## config.mk

```make
export PLATFORM = sky130hd
export DESIGN_NAME = id_ex_stage
export DESIGN_NICKNAME = d
export VERILOG_FILES = /design/src/rtl/id_ex_stage.sv
export SDC_FILE = /design/constraint.sdc
export NUM_CORES = 1
export LEC_CHECK = 0
export BUFFER_PORTS_ARGS = -buffer_cell sky130_fd_sc_hd__buf_4
export CAP_MARGIN = 10
export CORE_MARGIN = 8
export CORE_UTILIZATION = 43
export CTS_CLUSTER_DIAMETER = 200
export DETAILED_ROUTE_END_ITERATION = 6
export GPL_TIMING_DRIVEN = 0
export PLACE_DENSITY = 0.76
export SLEW_MARGIN = 20
export SYNTH_ARGS = -nofsm -noshare
export SYNTH_HDL_FRONTEND = slang
export SYNTH_SLANG_ARGS = --single-unit
```

## constraint.sdc

```tcl
create_clock -name clk -period 2.28 [get_ports clk]
set_input_delay 0 -clock clk [delete_from_list [all_inputs] [get_ports clk]]
set_output_delay 0 -clock clk [all_outputs]
set_load 0.005 [all_outputs]
```

## src/rtl/id_ex_stage.sv

```systemverilog
// id_ex_stage: ID/EX pipeline register with EX/MEM and MEM/WB forwarding, load-use detection and a bubble counter.
module id_ex_stage #(
    parameter int DATA_WIDTH    = 32,
    parameter int OPCODE_LENGTH = 4,
    parameter int REG_ADDR_W    = 5,
    parameter int CNT_W         = 16
) (
    input  logic                     clk,
    input  logic                     reset_n,
    input  logic                     id_valid,
    input  logic [REG_ADDR_W-1:0]    id_rs1,
    input  logic [REG_ADDR_W-1:0]    id_rs2,
    input  logic [REG_ADDR_W-1:0]    id_rd,
    input  logic [DATA_WIDTH-1:0]    id_rs1_data,
    input  logic [DATA_WIDTH-1:0]    id_rs2_data,
    input  logic [DATA_WIDTH-1:0]    id_imm,
    input  logic                     id_alu_src,
    input  logic [OPCODE_LENGTH-1:0] id_alu_op,
    input  logic                     id_mem_read,
    input  logic                     id_mem_write,
    input  logic                     id_reg_write,
    input  logic                     flush,
    input  logic                     exmem_reg_write,
    input  logic [REG_ADDR_W-1:0]    exmem_rd,
    input  logic [DATA_WIDTH-1:0]    exmem_result,
    input  logic                     memwb_reg_write,
    input  logic [REG_ADDR_W-1:0]    memwb_rd,
    input  logic [DATA_WIDTH-1:0]    memwb_result,
    output logic                     load_use_stall,
    output logic                     ex_valid,
    output logic [DATA_WIDTH-1:0]    ex_src_a,
    output logic [DATA_WIDTH-1:0]    ex_src_b,
    output logic [OPCODE_LENGTH-1:0] ex_operation,
    output logic [DATA_WIDTH-1:0]    ex_store_data,
    output logic [REG_ADDR_W-1:0]    ex_rd,
    output logic                     ex_reg_write,
    output logic                     ex_mem_read,
    output logic                     ex_mem_write,
    output logic [CNT_W-1:0]         bubble_count
);
    logic                     valid_q, alu_src_q, mem_read_q, mem_write_q, reg_write_q;
    logic [REG_ADDR_W-1:0]    rs1_q, rs2_q, rd_q;
    logic [DATA_WIDTH-1:0]    rs1_data_q, rs2_data_q, imm_q, fwd_a, fwd_b;
    logic [OPCODE_LENGTH-1:0] alu_op_q;
    logic [CNT_W-1:0]         cnt_q;
    logic                     bubble, counted;

    // rs2 is compared even for immediate-form instructions; a spurious stall is harmless
    assign load_use_stall = id_valid & valid_q & mem_read_q & (rd_q != '0) &
                            ((rd_q == id_rs1) | (rd_q == id_rs2));
    assign counted = flush | load_use_stall;
    assign bubble  = counted | ~id_valid;

    always_ff @(posedge clk or negedge reset_n) begin
        if (!reset_n) begin
            valid_q     <= 1'b0;
            rs1_q       <= '0;
            rs2_q       <= '0;
            rd_q        <= '0;
            rs1_data_q  <= '0;
            rs2_data_q  <= '0;
            imm_q       <= '0;
            alu_src_q   <= 1'b0;
            alu_op_q    <= '0;
            mem_read_q  <= 1'b0;
            mem_write_q <= 1'b0;
            reg_write_q <= 1'b0;
            cnt_q       <= '0;
        end else begin
            valid_q     <= ~bubble;
            mem_read_q  <= ~bubble & id_mem_read;
            mem_write_q <= ~bubble & id_mem_write;
            reg_write_q <= ~bubble & id_reg_write;
            if (!bubble) begin
                rs1_q      <= id_rs1;
                rs2_q      <= id_rs2;
                rd_q       <= id_rd;
                rs1_data_q <= id_rs1_data;
                rs2_data_q <= id_rs2_data;
                imm_q      <= id_imm;
                alu_src_q  <= id_alu_src;
                alu_op_q   <= id_alu_op;
            end
            if (counted && cnt_q != {CNT_W{1'b1}}) cnt_q <= cnt_q + 1'b1;
        end
    end

    // EX/MEM is younger than MEM/WB, so it wins; x0 is never forwarded
    always_comb begin
        fwd_a = (exmem_reg_write && exmem_rd != '0 && exmem_rd == rs1_q) ? exmem_result :
                (memwb_reg_write && memwb_rd != '0 && memwb_rd == rs1_q) ? memwb_result : rs1_data_q;
        fwd_b = (exmem_reg_write && exmem_rd != '0 && exmem_rd == rs2_q) ? exmem_result :
                (memwb_reg_write && memwb_rd != '0 && memwb_rd == rs2_q) ? memwb_result : rs2_data_q;
    end

    assign ex_valid      = valid_q;
    assign ex_src_a      = fwd_a;
    assign ex_src_b      = alu_src_q ? imm_q : fwd_b;
    assign ex_store_data = fwd_b;
    assign ex_operation  = alu_op_q;
    assign ex_rd         = rd_q;
    assign ex_reg_write  = reg_write_q;
    assign ex_mem_read   = mem_read_q;
    assign ex_mem_write  = mem_write_q;
    assign bubble_count  = cnt_q;
endmodule

```

Word level (Yosys, flattened, before mapping) --
Cells that the tools add are included.
Storage, ports and cells: register bits after elaboration 136, latch bits 0, RAM bits 0, bits in read-only memories 0, input bits 199, output and inout port bits 126, logic and storage cells 48, memories 0
Operators by class: $add $sub $neg 1, multiply operators 0, divide/modulo/power cells 0, $lt $le $gt $ge 0, equal/unequal tests 7, shifts and indexed selects 0, mux-type cells 5, bitwise gates (word level) 12, reductions and logical operators 10
Operators with widths (number):
- 32-bit 2-to-1 mux | 5
- 5-bit equality test | 6
- 16-bit by 1-bit adder with 16-bit output, second input constant | 1
- 16-bit inequality test, second input constant | 1
- 5-bit nonzero test | 3
- 1-bit AND | 7
- 1-bit logical AND | 7
- 1-bit bitwise OR | 3
- 1-bit inverter | 2

Longest topological paths before layout --
Gate-level depths: netlist of the first run.
depth after elaboration 8, mapped depth 8, depth with buffers taken out 6

Worst setup path after synthesis of the first run --
Ideal clock, no wire load.
kind flip-flop to flip-flop, start point register rd_q[1] (netlist: ex_rd[1]), end point register alu_op_q[0] (netlist: ex_operation[0]), library setup time 0.127 ns, data arrival time 2.107 ns, data required time 2.153 ns, slack 0.045 ns, cell stages (with the launch flop) 8, buffers on the path 2, clock period less this slack 2.235 ns, cell sequence dfrtp_1 -> or4_1 -> o2111ai_2 -> nor2_1 -> nor3b_2 -> buf_6 -> buf_6 -> mux2_1
On the way: longest elaborated chain between the ends 5, elaborated cells between the ends (all ways) 8, classes of those cells 2 x eq/ne; 5 x bitwise; 1 x reduce/logical
RTL lines:
- start, declared | line 42 | logic [REG_ADDR_W-1:0] rs1_q, rs2_q, rd_q;
- start signal, assigned | line 77 | rd_q <= id_rd;
- 5-bit equality test or 5-bit nonzero test (tied branches) | line 50, 49
- 1-bit bitwise OR or 1-bit AND (tied branches) | line 50, 49
- 1-bit AND (*) | line 49 | assign load_use_stall = id_valid & valid_q & mem_read_q & (rd_q != '0) &
- via load_use_stall | line 29 | output logic load_use_stall,
- 1-bit bitwise OR (*) | line 51 | assign counted = flush | load_use_stall;
- 1-bit bitwise OR (*) | line 52 | assign bubble = counted | ~id_valid;
- end signal, assigned | line 82 | alu_op_q <= id_alu_op;
- end, declared | line 44 | logic [OPCODE_LENGTH-1:0] alu_op_q;
The timed path passes the listed nets; every way through them passes the cells marked *. A chain may end at the register's enable or synchronous reset.

Final worst setup path of the first run --
start point register rs2_q[3], end point output ex_src_b[11]
On the way: longest elaborated chain between the ends 5, elaborated cells between the ends (all ways) 7, classes of those cells 2 x eq/ne; 3 x mux; 2 x reduce/logical
RTL lines:
- start, declared | line 42
- start signal, assigned | line 76 | rs2_q <= id_rs2;
- 5-bit equality test | line 93 | (memwb_reg_write && memwb_rd != '0 && memwb_rd == rs2_q) ? memwb_result : rs2_data_q;
- 1-bit logical AND | line 93
- 32-bit 2-to-1 mux | line 93
- 32-bit 2-to-1 mux (*) | line 92 | fwd_b = (exmem_reg_write && exmem_rd != '0 && exmem_rd == rs2_q) ? exmem_result :
- 32-bit 2-to-1 mux (*) | line 98 | assign ex_src_b = alu_src_q ? imm_q : fwd_b;
- end, declared | line 32 | output logic [DATA_WIDTH-1:0] ex_src_b,
Every way passes the cells marked *; elsewhere a longest branch is shown, timed or not.

==> out/results.ini, run 1 <==
[status]
status = finished, violations left
failed_checks = setup timing

[critical_path]
crit_buf_inv = 3
crit_path_cell_trace = xor2_1, or4_4, buf_12, buf_12, nor2_2, a21oi_4, mux2_2, buf_4
critical-path-top-cell-by-count = buf_12
critPathMaxStageDelay_ns = 0.53
critPathSlowestCell = or4_4
worst_setup_path_start_kind = flop
crit_family = simple AND/OR/NAND/NOR gates
worstReg2RegStart = ex_rd[2]
timing.critical_path.from = rs2_q[3]
worst_ep_required_time_ns = 2.28
cp_max_fo = 9
worst-endpoint-arrival_ns = 2.59
criticalPathCategory = reg2out
worst_setup_path_end_kind = output port

[timing]
layout_setup_ws_ns = -0.3057
max_transition_viols_final = 0
timing.final.hold_violations = 0
setup-violations-final = 182
final.setup_skew_ns = 0.009546
maxSlewHeadroom_pct = 34.32
fin_crit_ns = 2.586
max_freq_mhz = 386.7
fin_worst_hold_slack_ns = 0.08799
timing.final.crit_share_pct = 113.4
worst_pin_slew_ns = 0.9853
rsz0062_at_grt = yes

[synth]
synthesis.yosys.warnings = 0
yosys.area.top_type_share_pct = 46.07
post_syn_area_per_cell_um2 = 11.44
postSynthRegisterBits = 136
synth.top_cells.by_area = dfrtp_1 46%, mux2_1 15%, mux2i_1 7.6%, mux2_2 7.0%, xnor2_1 3.2%
synthDominantAreaCellType = dfrtp_1
synthesized_netlist_net_count = 846
synth.cell_area_um2 = 7387
yosysUniqueCellTypes = 37
syn-instance-count = 646
yosysSeqAreaShare_pct = 46.07

[routing]
post_drt_wl_per_cell_um = 26.74
drt.antenna.violating_nets = 0
drt_drc_violations_left = 0
drt_pass1_iterations = 5
drt_iter0_drc = 471
totalWireLength_um = 37310
routed_via_density = 5.609
num_vias = 7825

[finish]
syn2layout_area_growth_pct = 92.48
n_fill_cell = 833
final_area_um2 = 14220
layout.cells.non_filler = 1395
register_area_um2 = 3407
diodes = 0
finalNetCount = 1357
multiInputGateArea_um2 = 4907
drive_gt1_share_pct = 60.17

[placed_design]
io_buffers = 324
dpl-instance-area_um2 = 10150
post-place-cells = 1197
place_congestion = 0.8641
dpl_worst_slack_ns = -0.4170
hpwlAfterDp_um = 21000

[floorplanning]
die-width_um = 147.1
initial_utilization_pct = 43.31
floorplan.die_area_um2 = 21630
area_of_the_placeable_core_um2 = 17060
die-height_um = 147.1
placement_rows = 48
ioPinCount = 325

[power_and_ir_drop]
p_leak_nw = 6.386
power_frac_seq_pct = 33.4
switching_power_share_of_the_total_pct = 31.15
power_report.internal_total_mw = 6.455
pwr_density_cell_nw_per_um2 = 659.4
p_sw_mw = 2.921
comb_power_share_pct = 36.8
power.clock.fraction_pct = 29.8
worst_ir_drop_vdd_mv = 0.5825

[clock_network]
clk-insertion-delay-late_ns = 0.43
clock_tree_from_tritoncts = yes
cts.path.max_buffers = 2
cts_sinks = 136
cts-htree-levels = 4
cts-buffers-inserted = 17
cts-root-buf = clkbuf_16
worst_setup_hold_path_clk_slew_ns = 0.07

[run]
maxCapViolCount = 0

[grt]
antenna_found_initial = 0
grt_overflow = 0
grt_start_max_net_pins = 75
grt_pass1_vias = 8330
global_route_wire_length_before_repair_um = 49910
grt_usage_pct = 30.06

[worst_hold_path]
worst_hold_path_type = in2async

[metrics by stage]
step                total power [mW]  TNS [ns]  util, %
global placement               5.346    -67.34    59.22
CTS                            8.846    -20.19    77.87
floorplan                      4.047         0        -
detailed placement             5.420    -48.30    59.51
finish                         9.376    -26.00    83.36
global route                   9.709    -41.47    83.36
[final timing paths]
path,endpoint,slack (ns),cells past startpoint
hold reg to reg,bubble_count[9],0.49,1
min in group clk,bubble_count[0],0.15,4
setup reg to reg,rs1_data_q[30],-0.23,11
max in group asynchronous,ex_rd[1],1.41,3
hold / removal,imm_q[11],0.09,2
setup / recovery,ex_src_b[11],-0.31,8
[flip-flops by register name (all words and copies together), names as in the netlist]
signal and cells:
imm_q 32, rs1_data_q 32, rs2_data_q 32, bubble_count 16, ex_rd 5, rs1_q 5, rs2_q 5, ex_operation 4
alu_src_q 1, ex_mem_read 1, ex_mem_write 1, ex_reg_write 1, ex_valid 1
[cells in the final DEF (no fill, tap or decap), drive strengths merged]
| cell type | synthesis | layout |
|---|---|---|
| inv | 0 | 2 |
| mux2i | 56 | 56 |
| o2111ai | 3 | 3 |
| o21bai | 2 | 2 |
| nand3 | 14 | 14 |
| clkinv | 0 | 5 |
| a21oi | 24 | 24 |
| clkbuf | 13 | 36 |
| buf | 26 | 393 |
| o21ai | 42 | 42 |
| o31ai | 9 | 9 |
| nand2b | 2 | 2 |
| clkinvlp | 0 | 5 |
| nor3b | 2 | 2 |
| and4 | 3 | 3 |
| bufinv | 0 | 2 |
| nor3 | 2 | 2 |
| ha | 1 | 1 |
| nor2 | 45 | 45 |
| and2 | 3 | 3 |
| xnor2 | 27 | 27 |
| nand2 | 50 | 50 |
| or4 | 4 | 4 |
| mux2 | 142 | 142 |
| nor4 | 2 | 2 |
| xor2 | 17 | 17 |
| dfrtp | 136 | 136 |
| dlygate4sd3 | 0 | 120 |
| nand4 | 5 | 5 |
| and3 | 14 | 14 |
| o21a | 1 | 1 |
| a22oi | 1 | 1 |
[power groups by stage]
stage	clock [mW]	combinational [mW]	sequential [mW]
finish	2.80	3.45	3.13
detailed placement	0	2.33	3.09
floorplan	0	1.03	3.02
global placement	0	2.27	3.08
global route	2.93	3.62	3.16
CTS	2.77	3.00	3.07
[repair_timing]
action,CTS,global route
hold buffers,120,0
setup endpoints to repair,215,224
pin swaps,29,13
setup buffers,21,12
endpoints found under the hold margin,204,0
gates cloned,7,11
gates resized for setup,245,190
[synthesized netlist by cell type]
library cell,count
a21oi_1,24
a22oi_1,1
and2_1,3
and3_1,14
and4_1,3
buf_1,1
buf_2,12
buf_6,13
clkbuf_1,12
clkbuf_2,1
dfrtp_1,136
ha_1,1
mux2_1,96
mux2_2,46
mux2i_1,56
nand2_1,50
nand2b_1,2
nand3_1,14
nand4_1,5
nor2_1,44
nor2_2,1
nor3_1,2
nor3b_1,1
nor3b_2,1
nor4_1,1
nor4_2,1
o2111ai_1,1
o2111ai_2,1
o2111ai_4,1
o21a_1,1
o21ai_0,42
o21bai_1,2
o31ai_1,9
or4_1,3
or4_4,1
xnor2_1,27
xor2_1,17
[kinds of logic (layout without fill, tap and decap cells)]
family | count (synthesis) | after routing | synth area share (%)
adders and majority gates | 1 | 1 | 0.1693
DFF | 136 | 136 | 46.07
xor gates and xnor gates | 44 | 44 | 5.217
AOI/OAI and AO/OA | 82 | 82 | 6.470
buffers and inverters | 39 | 563 | 3.523
muxes | 198 | 198 | 29.23
and+or+nand+nor | 146 | 146 | 9.316
[per-layer routing]
metal,global-route usage (%),part of all wire (%),up-vias
met3,8.951,7.6,122
met1,32.85,36,3896
met4,11.32,4.7,0
li1,-,-,3330
met2,53.81,51,477
met5,0,0,-
[area by class of cell]
type,instances,share of cell area (%)
Buffer,37,3.757
Clock inverter,14,1.065
Tap cell,225,1.980
Timing Repair Buffer,494,31.71
Multi-Input combinational cell,471,34.51
Sequential cell,136,23.96
Clock buffer,18,3.018
Note: power is estimated with default switching activity, not from simulation.
==> run 2: changes to the inputs <==
Settings changed: MAX_ROUTING_LAYER from default to met4.
==> out/results.ini, run 2 (synthesized netlist as in run 1, its figures left out) <==
[routing]
post_drt_wl_per_cell_um = 26.21
drt_drc_violations_left = 0
routed_via_density = 5.572
drt_iter0_drc = 360
topRoutingLayerUsed = met4
drt_pass1_iterations = 5
totalWireLength_um = 36490
num_vias = 7756
drt.antenna.violating_nets = 0
met1Wirelength_um = 13610
routed-wl-met2_um = 18850
met3RoutedLength_um = 2559

[critical_path]
crit_path_cell_trace = xor2_1, or4_4, buf_12, clkbuf_16, nor2_1, a21oi_2, mux2_2, buf_4
worst_setup_path_end_kind = output port
rr_endpoint = rs1_data_q[30]
criticalPathCategory = reg2out
setup.reg_to_reg.worst_slack_ns = -0.24
reg2reg_depth = 9
critPathMaxStageDelay_ns = 0.53
worst_ep_required_time_ns = 2.28
timing.critical_path.from = rs2_q[3]
worstReg2RegStart = ex_rd[1]
cp_max_fo = 9
critPathSlowestCell = or4_4
worst-endpoint-arrival_ns = 2.56
critPathCapture = ex_src_b[15]
worst_setup_path_start_kind = flop

[finish]
layout.cells.non_filler = 1392
largestRegisters = imm_q: 32 flops, rs1_data_q: 32 flops, rs2_data_q: 32 flops
layout.cells.most_common_list = 338 x buf_4, 132 x dfrtp_1, 120 x dlygate4sd3_1, 119 x mux2_4, 50 x nand2_1
final_area_um2 = 14050
finalNetCount = 1353
drive_gt1_share_pct = 59.61
syn2layout_area_growth_pct = 90.16
most_frequent_standard_cell_in_the_layout_excluding_fill_and_tap_cells = buf_4

[status]
failed_checks = setup timing
status = finished, violations left

[timing]
max_transition_viols_final = 0
max_freq_mhz = 391.2
setup-violations-final = 169
rsz0062_at_grt = yes
worst_pin_slew_ns = 0.9413
final.setup_skew_ns = 0.01377
maxSlewHeadroom_pct = 37.25
timing.final.hold_violations = 0
layout_setup_ws_ns = -0.2764
final.setup.tns_ns = -25.21
fin_crit_ns = 2.556
timing.final.crit_share_pct = 112.1

[power_and_ir_drop]
p_leak_nw = 6.311
pwr_density_cell_nw_per_um2 = 662.8
worst_ir_drop_vdd_mv = 0.5500
post-layout-total-power_mw = 9.311

[grt]
grt_usage_pct = 30.87
antenna_found_initial = 1
grt_pass1_vias = 8348
global_route_wire_length_before_repair_um = 49820
grt_overflow = 0
grt_start_max_net_pins = 75

[run]
maxCapViolCount = 0

[clock_network]
cts-root-buf = clkbuf_16
cts.path.max_buffers = 2
worst_setup_hold_path_clk_slew_ns = 0.07
clk-insertion-delay-late_ns = 0.44
cts-buffers-inserted = 17
cts-htree-levels = 4
cts_sinks = 136
clock_tree_from_tritoncts = yes

[floorplanning]
die-height_um = 147.1
placement_rows = 48
die-width_um = 147.1
area_of_the_placeable_core_um2 = 17060
initial_utilization_pct = 43.31
floorplan.die_area_um2 = 21630
ioPinCount = 325

[placed_design]
dpl-instance-area_um2 = 10150
dpl_worst_slack_ns = -0.4170
post-place-cells = 1197
place_congestion = 0.8764
io_buffers = 324
hpwlAfterDp_um = 21000

[worst_hold_path]
worst_hold_path_type = in2async

[run 2: changes by cell type in the layout (fill, tap and decap cells not counted), sizes merged]
cell	delta
diode	+1
buf	-3
clkbuf	-1
[run 2: repair_timing]
action                                 4_1_cts  5_1_grt
endpoints found under the hold margin      204        0
pin swaps                                   29        9
setup endpoints to repair                  215      226
gates resized for setup                    245      149
buffers inserted                            21       10
hold buffers                               120        0
gates cloned                                 7        8
[run 2: how the worst min path moves through the flow]
stage | endpoint | slack, ns
after global placement | ex_reg_write | 0.21
after detailed placement | imm_q[9] | -0.02
after global routing | imm_q[11] | 0.15
after floorplan | alu_src_q | -0.30
after CTS | bubble_count[0] | 0.07
final | imm_q[11] | 0.1
[run 2: power by group]
part,internal (mW),switching (mW),leakage (nW)
combinational,2.02,1.37,4.42
sequential,2.79,0.345,1.62
clock,1.62,1.17,0.269
total,6.42,2.89,6.31
[run 2: final cells by class]
cell class              instances  area, um2
multi-input cells             471       4876
repair buffers                490       4384
flip-flops and latches        136       3408
fillers                       874       3009
plain buffers                  37      514.2
clock buffers                  18      429.2
well taps                     225      281.5
clock inverters                14      151.4
diodes                          1      2.502
[run 2: routing by layer]
layer | global-route usage [%] | vias to the layer above
li1 | - | 3324
met1 | 33.03 | 3898
met2 | 53.78 | 426
met3 | 8.151 | 108
met4 | 11.88 | 0
met5 | - | -
[run 2: metrics by stage]
step / hold WS [ns] / util (%)
floorplan: -0.2956 / -
finish: 0.09736 / 82.36
detailed placement: -0.01686 / 59.51
global route: 0.1463 / 82.36
CTS: 0.06950 / 77.87
global placement: 0.2091 / 59.22
[run 2: critical path: cells and delay by family (launching register included)]
kind	cells	cell delay (ns)
xor gates and xnor gates	1	0.19
and+or+nand+nor	2	0.67
buffers and inverters	3	0.48
DFF	1	0.45
muxes	1	0.27
AOI/OAI and AO/OA	1	0.06
